==> config.mk <==
export PLATFORM = sky130hd
export DESIGN_NAME = pipe_stage_reg
export DESIGN_NICKNAME = d
export VERILOG_FILES = /design/src/rtl/pipe_stage_reg.sv
export SDC_FILE = /design/constraint.sdc
export NUM_CORES = 1
export LEC_CHECK = 0
export ABC_AREA = 1
export CORE_MARGIN = 2
export CORE_UTILIZATION = 30
export DETAILED_ROUTE_END_ITERATION = 8
export PLACE_DENSITY = 0.56
export SLEW_MARGIN = 15
export SYNTH_ARGS = -nofsm -noshare
export SYNTH_HDL_FRONTEND = slang
export SYNTH_SLANG_ARGS = --single-unit
==> constraint.sdc <==
create_clock -name clk -period 1.4 [get_ports clk]
set_input_delay 0.14 -clock clk [delete_from_list [all_inputs] [get_ports clk]]
set_output_delay 0.14 -clock clk [all_outputs]
set_load 0.01 [all_outputs]
==> src/rtl/pipe_stage_reg.sv <==
// Pipeline stage register with valid/ready handshake, synchronous flush to a bubble,
// and an optional two-entry skid buffer that registers in_ready.
module pipe_stage_reg #(
    parameter int              DATA_W  = 32,
    parameter logic [DATA_W-1:0] BUBBLE = '0,
    parameter bit              SKID_EN = 1'b1
) (
    input  logic              clk,
    input  logic              reset,
    input  logic              in_valid,
    output logic              in_ready,
    input  logic [DATA_W-1:0] in_data,
    input  logic              flush,
    output logic              out_valid,
    input  logic              out_ready,
    output logic [DATA_W-1:0] out_data,
    output logic [1:0]        occupancy
);

    typedef enum logic [1:0] {
        EMPTY = 2'd0,
        ONE   = 2'd1,
        FULL  = 2'd2
    } state_t;

    state_t            state;
    state_t            state_next;
    logic [DATA_W-1:0] main_q;
    logic [DATA_W-1:0] main_next;
    logic [DATA_W-1:0] skid_q;
    logic [DATA_W-1:0] skid_next;
    logic              skid_valid;
    logic              accept;
    logic              consume;

    assign out_valid  = (state != EMPTY);
    assign skid_valid = (state == FULL);
    assign out_data   = main_q;
    assign occupancy  = state;
    assign accept     = in_valid && in_ready;
    assign consume    = out_valid && out_ready;

    // Skid mode decodes in_ready from state only, so out_ready never reaches it.
    generate
        if (SKID_EN) begin : g_skid_ready
            assign in_ready = !skid_valid;
        end else begin : g_comb_ready
            assign in_ready = !out_valid || out_ready;
        end
    endgenerate

    always_ff @(posedge clk or negedge reset) begin
        if (!reset) begin
            state  <= EMPTY;
            main_q <= BUBBLE;
            skid_q <= BUBBLE;
        end else begin
            state  <= state_next;
            main_q <= main_next;
            skid_q <= skid_next;
        end
    end

    always_comb begin
        state_next = state;
        main_next  = main_q;
        skid_next  = skid_q;
        if (flush) begin
            state_next = EMPTY;
            main_next  = BUBBLE;
            skid_next  = BUBBLE;
        end else begin
            case (state)
                EMPTY: begin
                    if (accept) begin
                        state_next = ONE;
                        main_next  = in_data;
                    end
                end
                ONE: begin
                    if (accept && consume) begin
                        main_next = in_data;
                    end else if (accept) begin
                        // Only reachable with the skid buffer; without it accept implies consume.
                        if (SKID_EN) begin
                            state_next = FULL;
                            skid_next  = in_data;
                        end
                    end else if (consume) begin
                        state_next = EMPTY;
                    end
                end
                FULL: begin
                    if (consume) begin
                        state_next = ONE;
                        main_next  = skid_q;
                        skid_next  = BUBBLE;
                    end
                end
                default: begin
                    state_next = EMPTY;
                    main_next  = BUBBLE;
                    skid_next  = BUBBLE;
                end
            endcase
        end
    end

endmodule

==> impl_metrics.csv <==
group,metric,value,unit
grt,grt_pass1_wl,16430,µm
sta,tightest_slew,0.3251,ns
sta,rsz0062_at_grt,"true",
route,drtPass1Iterations,4,
sta,period_share,109.4,%
sta,max_freq,652.9,MHz
final_layout,diodes,0,
final_layout,fin_area,0.005199,mm²
grt,grt_max_degree,35,
route,post_drt_via_cell_ratio,4.713,
route,vias,3337,
synth,synth_top_cell_area_share,49.98,%
place,routabilityCongestion,0.7850,
clocking,cts_tree,"yes",
synth,synth_area,0.003304,mm²
route,routed_wl,10330,µm
sta,finClkSkew,0.008290,ns
grt,grt_remaining_overflow,0,
place,dp_hpwl,6531,µm
outcome,status,"complete, but fails checks",
die,core-area,0.01079,mm²
sta,holdWs,0.2097,ns
sta,relSlewSlack,78.18,%
final_layout,nets,601,
route,drc,0,
route,drt_iter0_markers,112,
setup_path,cp_data_required_time,1.63,ns
setup_path,cp-start-kind,"flop",
synth,yosys.area.top_type,"dfrtp_1",
grt,grt_pass1_vias,3293,
setup_path,cp_max_fo,11,
pwr,power_density,1216,mW/mm²
clocking,cts.clk_slew.worst_paths,0.07,ns
hold_path,hold_path_class,"in -> async",
sta,maxSlewViolCount,0,
synth,ys_seq_elements,66,
grt,grt_usage,18.06,%
route,post_drt_wl_per_cell,14.59,µm
synth,yosys_warnings,0,
final_layout,mostFrequentLayoutCells,"198 x nand2_1, 64 x dfrtp_1, 40 x clkdlybuf4s50_1",
sta,hold_viol,0,
setup_path,cp.arrival,1.76,ns
final_layout,fin_cells,708,
sta,worst_slack,-0.1317,ns
synth,seq_area_frac_synth,49.98,%
clocking,cts_buffers,9,
die,fp.dieW,109.0,µm
place,io_buffers,72,
synth,syn_inst,452,
outcome,violations,"setup timing",
place,placed_area,0.004449,mm²
synth,synth.distinct_cells,16,
clocking,clock_path_buffers,2,
route,postRouteAntennaNets,0,
die,initial_core_util,30.62,%
final_layout,layout_commonest_cell,"nand2_1",
pwr,power,6.323,mW
clocking,htreeDepth,3,
sta,post-route-min-period,1.532,ns
setup_path,critPathKind,"reg -> reg",
grt,grt_antenna_before_repair,0,
synth,synthTopCellsByArea,"dfrtp_1 50%, nand2_1 28%, nand3b_1 5.2%, a21oi_1 3.5%, nand3_1 3.5%",
clocking,insertion_delay,0.34,ns
die,rows,38,
die,fp.dieH,109.0,µm
sta,setup_viol,66,
flow_run,max-cap-violations,0,
die,num_io_pins,73,
setup_path,endpoint_kind,"flop",
pwr,power.leakage,2.847,nW
synth,syn_area_per_cell,7.311,µm²
pwr,ir_drop,0.4962,mV
clocking,cts_root_buf,"clkbuf_8",
final_layout,fin_util,48.17,%
final_layout,area_delta_synth_final,57.33,%
clocking,clkSinkCount,66,
die,dieArea,0.01187,mm²
place,post-place-cells,675,
synth,synth_fp_nets,489,
final_layout,final_layout_size_suffix_gt1_share,25.70,%
-- worst paths after layout --
kind | start | to | slack, ns | depth (start not counted)
min in group clk | in_data[17] | skid_q[17] | 0.46 | 4
min reg2reg | out_data[19] | out_data[19] | 0.47 | 2
max in group asynchronous | reset | out_data[7] | 0.66 | 3
max reg2reg | occupancy[0] | skid_q[31] | -0.13 | 10
min | reset | skid_q[21] | 0.21 | 2
max | occupancy[0] | skid_q[31] | -0.13 | 10
-- cell usage after synthesis, drive strengths merged --
library cell    n
clkbuf         15
a21oi          25
o21ai          11
buf            14
inv             8
nand3b         23
nor2           18
nand3          23
nand2         248
nor3            1
dfrtp          66
-- cells by family (layout without fill, tap and decap cells) --
| kind of cell | count (synthesis) | in the layout | synth area share (%) |
|---|---|---|---|
| flops | 66 | 66 | 49.98 |
| compound gates | 36 | 36 | 5.907 |
| simple gates | 313 | 313 | 39.38 |
| buf+inv | 37 | 153 | 4.733 |
-- flip-flops by register name, indices dropped and copies added, names as in the netlist --
register / cells
out_data: 32
skid_q: 32
occupancy: 2
-- timing repair --
| item | CTS | global route |
|---|---|---|
| setup endpoints to repair | 74 | 84 |
| pin swaps | 15 | 8 |
| setup buffers | 12 | 0 |
| gates cloned | 3 | 3 |
| endpoints found under the hold margin | 49 | 0 |
| hold buffers | 1 | 0 |
| gates resized for setup | 70 | 72 |
-- area by class of cell --
| cell class | count | area, µm² |
|---|---|---|
| Sequential cell | 66 | 1654 |
| Clock inverter | 2 | 60.06 |
| Timing Repair Buffer | 130 | 1356 |
| Multi-Input combinational cell | 349 | 1758 |
| Tap cell | 140 | 175.2 |
| Fill cell | 1065 | 5594 |
| Clock buffer | 13 | 158.9 |
| Inverter | 8 | 36.28 |
-- metrics by stage --
step	TNS, ns	setup slack (ns)
after floorplan	0	0.003565
after global placement	-16.64	-0.2857
after detailed placement	-21.01	-0.3561
after CTS	-3.059	-0.07220
after global routing	-11.49	-0.2051
final	-6.340	-0.1317
-- critical path, stage by stage (launching register included) --
cell and delay [ns]:
dfrtp_2 0.40, inv_2 0.06, buf_6 0.12, nand2_4 0.07
nor2_4 0.04, buf_6 0.11, a21oi_4 0.18, nand2_4 0.13
clkbuf_16 0.20, nand2_1 0.06, nand2_1 0.05
-- where the power goes --
part	switching, mW	total, mW	internal [mW]
Sequential	0.183	2.37	2.18
Clock	0.721	1.81	1.09
Combinational	1.13	2.14	1.02
-- routing by layer --
layer  vias to the layer above  track usage, %  part of all wire (%)
li1                       1643               -                     -
met4                         0           5.403                  0.97
met5                         -               0                     0
met1                      1590           23.29                    46
met3                        10           3.288                   5.2
met2                        94           30.79                    47
No activity file was read; power rests on OpenSTA's default activity.
